--- src/rtl/audio_sample_serializer.sv ---
// audio_sample_serializer
//   Consumer end of the wave-generator sample stream. Samples arrive over a
//   valid/ready handshake, wait in a small FIFO, and are shifted out MSB-first
//   as a standard I2S stream (bclk, lrck, sdata). The synth is mono, so each
//   frame carries the same sample in the left and the right slot.
//
//   Build option UNDERRUN_HOLD_EN:
//     defined   -> a frame that starts with an empty FIFO repeats the last sample
//     undefined -> a frame that starts with an empty FIFO sends silence (zero)
//   The underrun pulse behaves the same in both builds.
//
//   The FIFO keeps running while en=0; only the bit-clock/frame logic is parked.
//   The frame word is cleared while en=0, so the first frame after enabling
//   (like the first frame after reset) is silent and its leading bit is 0.
module audio_sample_serializer #(
    parameter int SAMPLE_W   = 32,   // bits per channel slot
    parameter int FIFO_DEPTH = 4,    // power of 2, >= 2
    parameter int BCLK_DIV   = 4     // clk cycles per bclk half-period, >= 1
) (
    input  logic                clk,
    input  logic                reset_n,
    input  logic                en,
    input  logic [SAMPLE_W-1:0] sample_data,
    input  logic                sample_valid,
    output logic                sample_ready,
    output logic                bclk,
    output logic                lrck,
    output logic                sdata,
    output logic                underrun
);

    localparam int PTR_W = (FIFO_DEPTH > 1) ? $clog2(FIFO_DEPTH) : 1;
    localparam int CNT_W = PTR_W + 1;
    localparam int DIV_W = (BCLK_DIV > 1) ? $clog2(BCLK_DIV) : 1;
    localparam int BIT_W = $clog2(2 * SAMPLE_W);
    localparam int IDX_W = (SAMPLE_W > 1) ? $clog2(SAMPLE_W) : 1;

    localparam logic [DIV_W-1:0] DIV_LAST   = DIV_W'(BCLK_DIV - 1);
    localparam logic [BIT_W-1:0] BIT_LAST   = BIT_W'(2 * SAMPLE_W - 1);
    localparam logic [BIT_W-1:0] SLOT_FIRST = BIT_W'(SAMPLE_W);
    localparam logic [CNT_W-1:0] CNT_FULL   = CNT_W'(FIFO_DEPTH);
    localparam logic [IDX_W-1:0] IDX_MSB    = IDX_W'(SAMPLE_W - 1);

    // Word bit carried at frame position n (n != 0). The I2S one-bit delay
    // means position n carries slot bit (n-1) mod SAMPLE_W counted from the
    // MSB; position SAMPLE_W therefore carries the left-slot LSB.
    function automatic logic [IDX_W-1:0] slot_bit_index(input logic [BIT_W-1:0] n);
        logic [BIT_W-1:0] off;
        if (n > SLOT_FIRST) begin
            off = n - SLOT_FIRST - BIT_W'(1);
        end else begin
            off = n - BIT_W'(1);
        end
        return IDX_MSB - off[IDX_W-1:0];
    endfunction

    // ---------------- FIFO state ----------------
    logic [SAMPLE_W-1:0] mem_r [FIFO_DEPTH];
    logic [PTR_W-1:0]    wr_ptr_r;
    logic [PTR_W-1:0]    rd_ptr_r;
    logic [CNT_W-1:0]    count_r;
    logic                sample_ready_r;

    // ---------------- serializer state ----------------
    logic [DIV_W-1:0]    div_cnt_r;
    logic                bclk_r;
    logic [BIT_W-1:0]    bit_cnt_r;
    logic                lrck_r;
    logic                sdata_r;
    logic                underrun_r;
    logic [SAMPLE_W-1:0] word_r;

    // ---------------- combinational helpers ----------------
    logic                div_term_s;
    logic                fall_evt_s;
    logic [BIT_W-1:0]    bit_cnt_nxt_s;
    logic                frame_start_s;
    logic                fifo_empty_s;
    logic                push_s;
    logic                pop_s;
    logic [CNT_W-1:0]    count_nxt_s;
    logic                sdata_nxt_s;
    logic [SAMPLE_W-1:0] underrun_word_s;
    logic [SAMPLE_W-1:0] load_word_s;

    // Bit-clock divider terminal count, falling-edge event and next frame position.
    always_comb begin
        div_term_s = (div_cnt_r == DIV_LAST);
        fall_evt_s = en & div_term_s & bclk_r;
        if (bit_cnt_r == BIT_LAST) begin
            bit_cnt_nxt_s = BIT_W'(0);
        end else begin
            bit_cnt_nxt_s = bit_cnt_r + BIT_W'(1);
        end
        frame_start_s = fall_evt_s & (bit_cnt_nxt_s == BIT_W'(0));
    end

    // FIFO handshake: push against the registered ready, pop at each frame start.
    always_comb begin
        fifo_empty_s = (count_r == CNT_W'(0));
        push_s       = sample_valid & sample_ready_r;
        pop_s        = frame_start_s & ~fifo_empty_s;
        case ({push_s, pop_s})
            2'b10:   count_nxt_s = count_r + CNT_W'(1);
            2'b01:   count_nxt_s = count_r - CNT_W'(1);
            default: count_nxt_s = count_r;
        endcase
    end

    // Next serial bit and the word to load at the coming frame start.
    always_comb begin
        if (bit_cnt_nxt_s == BIT_W'(0)) begin
            // Position 0 still carries the LSB of the word that just finished.
            sdata_nxt_s = word_r[0];
        end else begin
            sdata_nxt_s = word_r[slot_bit_index(bit_cnt_nxt_s)];
        end
`ifdef UNDERRUN_HOLD_EN
        underrun_word_s = word_r;
`else
        underrun_word_s = {SAMPLE_W{1'b0}};
`endif
        if (pop_s) begin
            load_word_s = mem_r[rd_ptr_r];
        end else begin
            load_word_s = underrun_word_s;
        end
    end

    // Sample FIFO storage, pointers, occupancy and registered ready flag.
    always_ff @(posedge clk or negedge reset_n) begin
        if (!reset_n) begin
            for (int i = 0; i < FIFO_DEPTH; i++) begin
                mem_r[i] <= {SAMPLE_W{1'b0}};
            end
            wr_ptr_r       <= PTR_W'(0);
            rd_ptr_r       <= PTR_W'(0);
            count_r        <= CNT_W'(0);
            sample_ready_r <= 1'b1;
        end else begin
            if (push_s) begin
                mem_r[wr_ptr_r] <= sample_data;
                wr_ptr_r        <= wr_ptr_r + PTR_W'(1);
            end
            if (pop_s) begin
                rd_ptr_r <= rd_ptr_r + PTR_W'(1);
            end
            count_r        <= count_nxt_s;
            sample_ready_r <= (count_nxt_s != CNT_FULL);
        end
    end

    // Bit clock, frame position, I2S outputs and frame word; all parked while en=0.
    always_ff @(posedge clk or negedge reset_n) begin
        if (!reset_n) begin
            div_cnt_r  <= DIV_W'(0);
            bclk_r     <= 1'b0;
            bit_cnt_r  <= BIT_W'(0);
            lrck_r     <= 1'b0;
            sdata_r    <= 1'b0;
            underrun_r <= 1'b0;
            word_r     <= {SAMPLE_W{1'b0}};
        end else if (!en) begin
            div_cnt_r  <= DIV_W'(0);
            bclk_r     <= 1'b0;
            bit_cnt_r  <= BIT_W'(0);
            lrck_r     <= 1'b0;
            sdata_r    <= 1'b0;
            underrun_r <= 1'b0;
            word_r     <= {SAMPLE_W{1'b0}};
        end else begin
            if (div_term_s) begin
                div_cnt_r <= DIV_W'(0);
                bclk_r    <= ~bclk_r;
            end else begin
                div_cnt_r <= div_cnt_r + DIV_W'(1);
            end
            underrun_r <= frame_start_s & fifo_empty_s;
            // lrck and sdata move only with bclk falling so they are stable at its rise.
            if (fall_evt_s) begin
                bit_cnt_r <= bit_cnt_nxt_s;
                lrck_r    <= (bit_cnt_nxt_s >= SLOT_FIRST);
                sdata_r   <= sdata_nxt_s;
            end
            if (frame_start_s) begin
                word_r <= load_word_s;
            end
        end
    end

    assign sample_ready = sample_ready_r;
    assign bclk         = bclk_r;
    assign lrck         = lrck_r;
    assign sdata        = sdata_r;
    assign underrun     = underrun_r;

endmodule
--- config.mk ---
export PLATFORM = sky130hd
export DESIGN_NAME = audio_sample_serializer
export DESIGN_NICKNAME = d
export VERILOG_FILES = /design/src/rtl/audio_sample_serializer.sv
export SDC_FILE = /design/constraint.sdc
export NUM_CORES = 1
export LEC_CHECK = 0
export BUFFER_PORTS_ARGS = -buffer_cell sky130_fd_sc_hd__buf_2
export CAP_MARGIN = 0
export CORE_MARGIN = 5
export CORE_UTILIZATION = 60
export DETAILED_ROUTE_END_ITERATION = 10
export GPL_ROUTABILITY_DRIVEN = 0
export MAX_ROUTING_LAYER = met4
export PLACE_DENSITY_LB_ADDON = 0.15
export SETUP_SLACK_MARGIN = 0.05
export SLEW_MARGIN = 20
export SYNTH_ARGS = -nofsm -noshare
export SYNTH_HDL_FRONTEND = slang
export SYNTH_SLANG_ARGS = --single-unit
--- constraint.sdc ---
create_clock -name clk -period 3.5 [get_ports clk]
set_input_delay 0.175 -clock clk [delete_from_list [all_inputs] [get_ports clk]]
set_output_delay 0.175 -clock clk [all_outputs]
set_load 0.01 [all_outputs]
Yosys cells after proc, flatten, opt, wreduce, memory -nomap -nowiden
Index checks and enable logic that the tools add are counted.
{ "op_classes": {"eq_ne": 8, "bitwise_logic": 10, "mux": 27, "reduce_logical": 3, "add_sub_neg": 10, "magnitude_cmp": 6} }
{ "ops": {"columns": ["operator", "count"], "rows": [
  ["$mux W32", 6],
  ["$bwmux W128", 1],
  ["$bmux W32 S2", 1],
  ["$demux W32 S2", 1],
  ["$mux W6", 3],
  ["$sub A5 B1 Y5 const B", 3],
  ["$mux W5", 2],
  ["$mux W1", 9],
  ["$add A2 B1 Y2 const B", 3],
  ["$add A6 B1 Y6 const B", 1],
  ["$and A1 B1 Y1", 6],
  ["$eq A6 B6 Y1 const B", 1],
  ["$ge A3 B3 Y1 const B", 2],
  ["$ge A6 B6 Y1 const B", 1],
  ["$gt A6 B6 Y1 const B", 1],
  ["$logic_not A6 Y1", 1],
  ["$lt A5 B6 Y1 const B", 1],
  ["$ne A2 B1 Y1 const B", 3],
  ["$not A2 Y3", 2],
  ["$pmux W3 S2", 1],
  ["$bmux W1 S5", 1],
  ["$sub A5 B5 Y5 const A", 1],
  ["$eq A2 B2 Y1 const B", 2],
  ["$mux W2", 2],
  ["8 further kinds", 9]
]} }
{ "totals": {"out_inout_bits": 5, "elab_cells": 79, "ff_bits": 180} }

Depth between registers and ports, before layout
Gate-level depths: netlist of run 1.
{ "logic_depth": {"word_depth": 12, "depth_mapped": 15, "ltp_nobuf": 13} }

Worst setup path before layout of run 1
Ideal clock, no wire load.
{ "synth_timing": {"path_type": "register to register", "startpoint": "register bit_cnt_r[1]", "endpoint": "register sample_ready_r, in the netlist sample_ready", "period_less_slack_ns": 2.711, "t_arrival_ns": 2.651, "path_buffers": 2, "setup_ns": 0.060, "setup_slack_ns": 0.789, "path_stages_with_launch": 15, "required_ns": 3.440, "path_cell_list": "dfrtp_1 ha_1 and2_1 buf_4 a21oi_2 nor4_4 o2111ai_1 inv_2 buf_6 ha_1 inv_1 fa_1 o21ai_0 nor2_1 nand2_1"} }
{ "synth_via": {"elab_chain_cells": 8} }
{ "synth_rtl": {"columns": ["item", "line_no", "source"], "rows": [
  ["start, declared", "67", "logic [BIT_W-1:0] bit_cnt_r;"],
  ["start signal, assigned", "181", "bit_cnt_r <= bit_cnt_nxt_s;"],
  ["$add A6 B1 Y6 / $eq A6 B6 Y1 (equally long branches)", "93, 90", null],
  ["$mux W6 *", "90", "if (bit_cnt_r == BIT_LAST) begin"],
  ["$logic_not A6 Y1 *", "95", "frame_start_s = fall_evt_s & (bit_cnt_nxt_s == BIT_W'(0));"],
  ["$and A1 B1 Y1 *", "95", null],
  ["$and A1 B1 Y1 *", "102", "pop_s = frame_start_s & ~fifo_empty_s;"],
  ["$eq A2 B1 Y1 / $eq A2 B2 Y1 (equally long branches)", "103", "case ({push_s, pop_s})"],
  ["$pmux W3 S2 *", "103", null],
  ["net count_nxt_s[1]", "81", "logic [CNT_W-1:0] count_nxt_s;"],
  ["$ne A3 B3 Y1 *", "149", "sample_ready_r <= (count_nxt_s != CNT_FULL);"],
  ["end signal, assigned", "149", null],
  ["end, declared", "62", "logic sample_ready_r;"]
]} }
The timed path passes the listed nets; every way through them passes the cells marked *.
A chain may end at the register's enable or synchronous reset.

Final worst setup path of run 1
{ "layout_timing": {"startpoint": "register bit_cnt_r[0]", "endpoint": "register sample_ready_r, in the netlist sample_ready"} }
The elaborated chain is that of the path after synthesis.

==> results of run 1 <==
report_power, final:
group          total [mW]  switching, mW  internal [mW]  leakage, nW
registers            3.27          0.381           2.89         2.22
logic                1.69          0.626           1.07         1.37
clock network        1.88          0.759           1.12        0.284
total                6.84           1.77           5.07         3.88
logic make-up after synthesis:
logic type      share of synthesized area, %
fa+ha+maj                               1.48
flops                                   55.6
xor+xnor                                1.08
mux                                     28.6
compound gates                          7.01
buf+inv                                 2.78
simple gates                            3.40
layout by cell type (no fill, tap or decap), types with 2 or more instances in the layout:
master      count
a21oi_1         8
clkinv_2        4
nor3_1          4
clkinvlp_4      3
nand4_1         2
bufinv_16       2
inv_1           9
o21a_1          2
xnor2_1         6
o211ai_1        7
o21ai_0         3
mux2i_1        10
and2_1          3
buf_4           6
xor2_1          4
nand3_1         7
buf_2          39
ha_1            8
clkbuf_16      17
dfrtp_1       178
a22o_1         32
mux2_2        133
a31oi_1         4
mux4_2         32
nand2_1        21
nor2_1         13
clkbuf_8        4
buf_12          3
cell type report:
class,count,area [um^2],share of cell area [%]
Clock buffer,22,484,5.35
Clock inverter,9,103,1.13
Inverter,10,37.5,0.415
Multi-Input combinational cell,321,3370,37.3
Sequential cell,180,4510,49.8
Tap cell,176,220,2.44
Timing Repair Buffer,50,322,3.56
flip-flops by register name, summed over array words and instances (netlist names):
register	cells
sample_ready	1
mem_r	128
bclk	1
lrck	1
word_r	32
count_r	3
rd_ptr_r	2
div_cnt_r	2
wr_ptr_r	2
sdata	1
underrun	1
bit_cnt_r	6
worst paths after layout:
| path | startpoint | end | depth (start not counted) |
|---|---|---|---|
| min reg2reg | div_cnt_r[0] | div_cnt_r[0] | 1 |
| max | bit_cnt_r[0] | sample_ready | 13 |
| min in group asynchronous | reset_n | mem_r[36] | 2 |
| min | sample_data[12] | mem_r[108] | 2 |
| max reg2reg | bit_cnt_r[0] | sample_ready | 13 |
| max in group asynchronous | reset_n | rd_ptr_r[0] | 3 |
per-layer routing:
| layer | vias to the layer above | GRT usage, % | wire, um | share of wire [%] |
|---|---|---|---|---|
| li1 | 2100 | - | - | - |
| met1 | 2450 | 29.5 | 7000 | 45 |
| met2 | 68 | 34.9 | 7950 | 51 |
| met3 | 14 | 4.87 | 461 | 3.0 |
| met4 | 0 | 5.49 | 140 | 0.90 |
| met5 | - | - | 0 | 0 |
worst register-to-register path, stage by stage, from the launching register on:
cell and delay, ns:
dfrtp_1 0.57, ha_1 0.29, and2_1 0.34, a21oi_2 0.12, nor4_4 0.16, o2111ai_1 0.23
inv_2 0.11, ha_1 0.17, inv_1 0.06, fa_1 0.37, xor2_1 0.15, nor2_1 0.11
xor2_1 0.21, nand2_1 0.07
metrics by stage:
stage,hold WS [ns],std cells,area (um^2)
global placement,0.190,736,8450
floorplan,-0.121,545,8100
finish,0.0254,768,9040
global route,0.0166,768,9040
detailed placement,0.205,736,8450
CTS,0.0107,768,9040
what timing repair did:
action | CTS | global route
endpoints found under the hold margin | 60 | 0
resized for setup | 0 | 0
hold buffers | 1 | 0
==> out/qor.csv, run 1 <==
metric,value,unit
netlist_instances,545,
max_freq,0.329,GHz
yosys-top-cells-area,"dfrtp_1 55%, mux2_2 18%, mux4_2 8.9%",
grt_overflow,0,
die_w,126,um
core_area,13200,um^2
timing.critical_path.cells,ha_1 -> and2_1 -> a21oi_2 -> nor4_4 -> o2111ai_1 -> inv_2 -> ha_1 -> inv_1 -> fa_1 -> xor2_1 -> nor2_1 -> xor2_1 -> nand2_1,
status,completed,
drt_wl_total,15.5,mm
ioPinCount,41,
portBuffers,40,
cp_slowest_cell,dfrtp_1,
syn_to_final_growth,11.6,%
wl_per_cell,20.2,um
ys_types,49,
cts.sinks,180,
worst_setup_path_end_kind,register,
yosysMostFrequentCell,dfrtp_1,
min_period,3.04,ns
slew_headroom,40.6,%
dr.pass1.iters,4,
cts.clk_slew.worst_paths,0.06,ns
yosysTopAreaCell,dfrtp_1,
drtIter0Drc,417,
rows,42,
max_stage_delay,0.57,ns
worst_clock_skew,0.00468,ns
cts_tree,built,
synthesis.nets,590,
synth_top_cell_area_share,55.3,%
drv_cap,0,
insertedDiodeCount,0,
clk_latency,0.42,ns
synthArstFlopShare,100,%
via_per_inst,6.03,
postCtsSetupBuffers,0,
layout.nets,625,
timing.final.ws_setup,0.462,ns
grt_pass1_wl,26.8,mm
grt_max_degree,79,
drive_above_1_share,42.9,%
seq_area_frac_synth,55.6,%
grt_pass1_vias,5034,
final_core_util,68.3,%
tightest_slew,0.890,ns
avgSynthCellArea,14.9,um^2
ff2ff_setup_slack,0.46,ns
root_buffer,clkbuf_16,
critical_path_arrival,3.38,ns
synth_edf_count,0,
routed-via-count,4632,
final_hold_viol_count,0,
required,3.84,ns
min_period_over_period,86.8,%
slew_viol_final,0,
setup_viol_count_final,0,
synth.cell_area,8100,um^2
synth_commonest_cells,"179 x dfrtp_1, 133 x mux2_2, 32 x a22o_1, 32 x mux4_2, 21 x nand2_1",
die_area,15900,um^2
fill_cells,963,
p_leak,3.88,nW
min_path_type,in -> reg,
htreeDepth,4,
cts_made_buffers,17,
crit_fanout,11,
powerDensity,756,nW/um^2
path_buf_inv,2,
crit_family,adder cells,
critPathLaunchType,register,
hpwl,9.75,mm
worstSetupPathType,reg -> reg,
antenna_found_initial,0,
initial_core_util,61.2,%
drc_errors,0,
power,6.84,mW
ys_ff_latch,180,
clk_path_buf_depth,2,
grt_usage,22.0,%
synthFlopType,dfrtp_1,
setup_tns,0,ns
ant_nets,0,
pre_cts_slack,0.512,ns
dieHeight,126,um
vdd_drop_max,0.452,mV
rsz0062_at_grt,no,
yosysWarningCount,0,
Power figures use the tool's default switching activity.
==> run 2, diff against run 1 <==
Settings changed: PLACE_DENSITY from default to 0.78, PLACE_DENSITY_LB_ADDON 0.15 to default, REMOVE_ABC_BUFFERS from default to 1.
Clock period 3.5 ns to 3.2 ns, I/O delays scaled along.
==> out/qor.csv, run 2 (same netlist as run 1, synthesis figures left out) <==
metric,value,unit,change
top_regs,"mem_r: 128 flops, word_r: 32 flops, bit_cnt_r: 6 flops",,
largest_reg_flops,128,,unchanged
critical_path_arrival,3.15,ns,-0.23 ns
grt_pass1_wl,27.2,mm,+1.5%
worst_clock_skew,0.00832,ns,+0.00364 ns
dr.pass1.iters,7,,+3
ff2ff_setup_slack,0.41,ns,-0.06 ns
grt_max_degree,114,,+44%
setup_tns,0,ns,unchanged
initial_core_util,61.2,%,unchanged
vdd_drop_max,0.501,mV,+11%
rsz0062_at_grt,no,,
worstHoldStart,sample_data[9],,
syn_to_final_growth,13.2,%,
final_core_util,69.3,%,+0.97 points
max_freq,0.358,GHz,+8.7%
worstSetupPathType,reg -> reg,,
reg2reg_from,bit_cnt_r[1],,
min_to,mem_r[41],,
layout_commonest_cell,dfrtp_1,,
clk_latency,0.43,ns,about the same
antenna_found_initial,0,,unchanged
routed-via-count,4789,,+3.4%
status,completed,,
crit_fanout,7,,-4
drt_wl_total,15.9,mm,+2.3%
htreeDepth,4,,unchanged
layout.nets,639,,+2.2%
required,3.56,ns,-0.28 ns
hold_ws,0.0110,ns,-0.0144 ns
netSwitchingPower,1.95,mW,+10%
seq_power_share,47.1,%,-0.7 points
p_leak,3.95,nW,+1.7%
path_buf_inv,2,,unchanged
setup_viol_count_final,0,,unchanged
power_frac_comb,24.8,%,about the same
min_period_over_period,87.3,%,+0.55 points
postCtsSetupBuffers,0,,unchanged
cts.clk_slew.worst_paths,0.07,ns,about the same
drc_errors,0,,unchanged
power,7.61,mW,+11%
ioPinCount,41,,unchanged
holdPathStages,2,,unchanged
cts.sinks,180,,unchanged
portBuffers,40,,unchanged
reg2regPathDepth,13,,unchanged
crit_family,adder cells,,
insertedDiodeCount,0,,unchanged
clk_path_buf_depth,2,,unchanged
core_area,13200,um^2,unchanged
largest-register,mem_r,,
slew_viol_final,0,,unchanged
final_hold_viol_count,0,,unchanged
slew_headroom,40.0,%,-0.64 points
timing.critical_path.cells,ha_1 -> and2_2 -> a21oi_2 -> nor4_4 -> o2111ai_1 -> inv_2 -> ha_1 -> inv_1 -> fa_1 -> xor2_1 -> nor2_1 -> xor2_1 -> nand2_1,,
cts_made_buffers,17,,unchanged
rr_endpoint,sample_ready,,
wl_per_cell,20.3,um,+0.37%
dp.cells,741,,+0.68%
die_area,15900,um^2,unchanged
cts_tree,built,,
cp_slowest_cell,dfrtp_1,,
grt_usage,22.4,%,+0.32 points
drv_cap,0,,unchanged
ant_nets,0,,unchanged
die_w,126,um,unchanged
power.internal,5.65,mW,+12%
power_frac_clock,28.1,%,+0.6 points
grt_pass1_vias,5148,,+2.3%
drive_above_1_share,42.5,%,-0.40 points
grt_overflow,0,,unchanged
hpwl,10.1,mm,+3.6%
drtIter0Drc,360,,-14%
via_per_inst,6.12,,+1.4%
min_path_type,in -> reg,,
dieHeight,126,um,unchanged
powerDensity,829,nW/um^2,+9.7%
rows,42,,unchanged
final_cell_mix,"178 x dfrtp_1, 133 x mux2_2, 39 x buf_2, 32 x mux4_2, 32 x a22o_1",,
tightest_slew,0.900,ns,+0.00959 ns
root_buffer,clkbuf_16,,
max_stage_delay,0.43,ns,-0.14 ns
cp.depth,13,,unchanged
critPathLaunchType,register,,
min_period,2.79,ns,-0.243 ns
swShare,25.7,%,-0.19 points
final_cells,783,,+2.0%
worst_setup_path_end_kind,register,,
-- run 2: changes by cell type in the layout (fill, tap and decap cells not counted), sizes merged --
| cell | before | now |
|---|---|---|
| bufinv | 2 | 4 |
| clkinvlp | 3 | 2 |
| dlygate4sd3 | 1 | 10 |
| clkbuf | 22 | 23 |
| buf | 49 | 53 |
-- run 2: cell type report --
type                       instances  area (um^2)
clock buffer                      22          454
fill                             896         4070
clock inverter                    10          155
inverter                          10         37.5
sequential                       180         4510
multi-input combinational        321         3370
timing repair buffer              64          427
tap                              176          220
-- run 2: how the worst max path moves through the flow --
stage,to,from
2_1_floorplan,sample_ready,bit_cnt_r[0]
3_3_place_gp,sample_ready,bit_cnt_r[1]
3_5_place_dp,sample_ready,bit_cnt_r[1]
4_1_cts,sample_ready,bit_cnt_r[1]
5_1_grt,sample_ready,bit_cnt_r[1]
6_report,sample_ready,bit_cnt_r[1]
-- run 2: power groups by stage --
stage / sequential [mW] / clock [mW] / combinational (mW)
6_report: 3.58 / 2.14 / 1.88
5_1_grt: 3.68 / 2.28 / 2.06
4_1_cts: 3.58 / 2.18 / 1.92
3_5_place_dp: 3.62 / 0 / 1.90
3_3_place_gp: 3.53 / 0 / 1.79
2_1_floorplan: 3.46 / 0 / 1.49
-- run 2: metrics by stage --
| stage | cell area, um^2 | worst slack, ns |
|---|---|---|
| after floorplan | 7910 | 0.138 |
| after global placement | 8460 | 0.527 |
| after detailed placement | 8460 | 0.370 |
| after CTS | 9170 | 0.318 |
| after global routing | 9170 | 0.164 |
| final | 9170 | 0.405 |
-- run 2: per-layer routing --
metal	routed length (um)	share of wire, %	GRT usage (%)
met1	7040	44	29.6
met2	7970	50	34.9
met3	583	3.7	4.66
met4	313	2.0	7.63
met5	0	0	-
-- run 2: what timing repair did --
item / in CTS / in global routing
hold buffers: 10 / 0
resized for setup: 0 / 1
setup endpoints to repair: 0 / 1
hold endpoints to repair: 124 / 0
==> run 3, diff against run 2 <==
Settings changed: CORE_MARGIN 5 to 2.
==> out/qor.csv, run 3 (same netlist as run 1, synthesis figures left out) <==
metric,value,unit,change
path_buf_inv,2,,unchanged
worstSetupPathType,reg -> reg,,
min_period,2.85,ns,+0.0597 ns
drc_errors,0,,unchanged
cts.repair.resized,0,,unchanged
min_period_over_period,89.2,%,+1.9 points
holdPathStages,2,,unchanged
largest_reg_flops,128,,unchanged
slew_headroom,42.2,%,+2.1 points
ff2ff_setup_slack,0.35,ns,-0.06 ns
min_path_type,in -> reg,,
min_to,mem_r[84],,
drive_above_1_share,41.1,%,-1.4 points
die_w,120,um,-4.8%
layout_commonest_cell,dfrtp_1,,
layout.nets,647,,+1.3%
routed-via-count,4778,,-0.23%
required,3.55,ns,about the same
portBuffers,40,,unchanged
status,completed,,
crit_family,adder cells,,
setup_viol_count_final,0,,unchanged
wl_per_cell,19.9,um,-2.1%
clk_path_buf_depth,2,,unchanged
critical_path_arrival,3.20,ns,+0.05 ns
ant_nets,0,,unchanged
drv_cap,0,,unchanged
rsz0062_at_grt,no,,
setup_tns,0,ns,unchanged
critPathLaunchType,register,,
hpwl,9.59,mm,-5.0%
design_area,9270,um^2,+1.1%
grt_usage,24.6,%,+2.3 points
crit_fanout,7,,unchanged
dieHeight,120,um,-4.8%
hold_ws,0.0185,ns,+0.00749 ns
htreeDepth,4,,unchanged
top_regs,"mem_r: 128 flops, word_r: 32 flops, bit_cnt_r: 6 flops",,
cts.sinks,180,,unchanged
dr.pass1.iters,5,,-2
grt_pass1_vias,5027,,-2.4%
final_hold_viol_count,0,,unchanged
grt_overflow,0,,unchanged
drt_wl_total,15.7,mm,-1.1%
tightest_slew,0.868,ns,-0.0322 ns
cts.clk_slew.worst_paths,0.06,ns,about the same
powerDensity,824,nW/um^2,-0.67%
worst_clock_skew,0.00593,ns,-0.00239 ns
final_cell_mix,"178 x dfrtp_1, 133 x mux2_2, 39 x buf_2, 32 x mux4_2, 32 x a22o_1",,
grt_max_degree,89,,-22%
antenna_found_initial,0,,unchanged
worst_setup_path_end_kind,register,,
rr_endpoint,sample_ready,,
max_freq,0.350,GHz,-2.1%
cp_slowest_cell,dfrtp_1,,
reg2regPathDepth,13,,unchanged
timing.critical_path.cells,ha_1 -> and2_1 -> a21oi_2 -> nor4_4 -> o2111ai_1 -> inv_2 -> ha_1 -> inv_1 -> fa_1 -> xor2_1 -> nor2_1 -> xor2_1 -> nand2_1,,
vdd_drop_max,0.436,mV,-13%
drtIter0Drc,258,,-28%
core_area,13200,um^2,-0.40%
cts_made_buffers,17,,unchanged
syn_to_final_growth,14.4,%,
grt_pass1_wl,26.3,mm,-3.3%
insertedDiodeCount,0,,unchanged
rows,42,,unchanged
via_per_inst,6.04,,-1.2%
worstHoldStart,sample_data[20],,
largest-register,mem_r,,
reg2reg_from,bit_cnt_r[1],,
initial_core_util,61.4,%,+0.24 points
ioPinCount,41,,unchanged
max_stage_delay,0.41,ns,-0.02 ns
slew_viol_final,0,,unchanged
die_area,14400,um^2,-9.3%
clk_latency,0.42,ns,about the same
p_leak,3.98,nW,+0.83%
root_buffer,clkbuf_16,,
post_dp_cell_area,8440,um^2,-0.21%
cts_tree,built,,
[run 3: where the power goes]
part	leakage, nW	total, mW	switching, mW	internal (mW)
combinational	1.46	1.90	0.713	1.19
sequential	2.22	3.59	0.437	3.16
clock	0.294	2.14	0.823	1.32
total	3.98	7.64	1.97	5.66
[run 3: timing repair]
action,4_1_cts,5_1_grt
endpoints found under the hold margin,139,0
hold buffers,22,0
setup buffers,0,0
setup endpoints to repair,0,0
[run 3: worst max-delay path by stage]
stage,startpoint,endpoint,slack (ns),cells past startpoint
after CTS,bit_cnt_r[1],sample_ready,0.37,13
after global routing,bit_cnt_r[1],sample_ready,0.1,13
final,bit_cnt_r[1],sample_ready,0.35,13
after global placement,bit_cnt_r[2],sample_ready,0.53,12
after detailed placement,bit_cnt_r[1],sample_ready,0.38,13
after floorplan,bit_cnt_r[0],sample_ready,0.14,13
[run 3: area by class of cell]
| cell class | instances | area (um^2) |
|---|---|---|
| inverter | 10 | 37.5 |
| clock inverter | 10 | 155 |
| multi-input combinational | 321 | 3370 |
| clock buffer | 22 | 454 |
| sequential | 180 | 4510 |
| tap | 176 | 220 |
| fill | 884 | 3920 |
| timing repair buffer | 72 | 527 |
[run 3: routing by layer]
metal | routed length (um) | GRT usage (%)
met5 | 0 | -
met4 | 276 | 7.65
met3 | 622 | 5.09
met2 | 7830 | 38.2
met1 | 7020 | 33.4
[run 3: metrics by stage]
| stage | setup slack, ns | power (mW) | cells | utilization [%] |
|---|---|---|---|---|
| 6_report | 0.345 | 7.64 | 791 | 70.3 |
| 5_1_grt | 0.0992 | 8.02 | 791 | 70.3 |
| 4_1_cts | 0.369 | 7.71 | 791 | 70.3 |
| 2_1_floorplan | 0.138 | 4.95 | 511 | - |
| 3_3_place_gp | 0.530 | 5.31 | 737 | 64.0 |
| 3_5_place_dp | 0.381 | 5.51 | 737 | 64.0 |
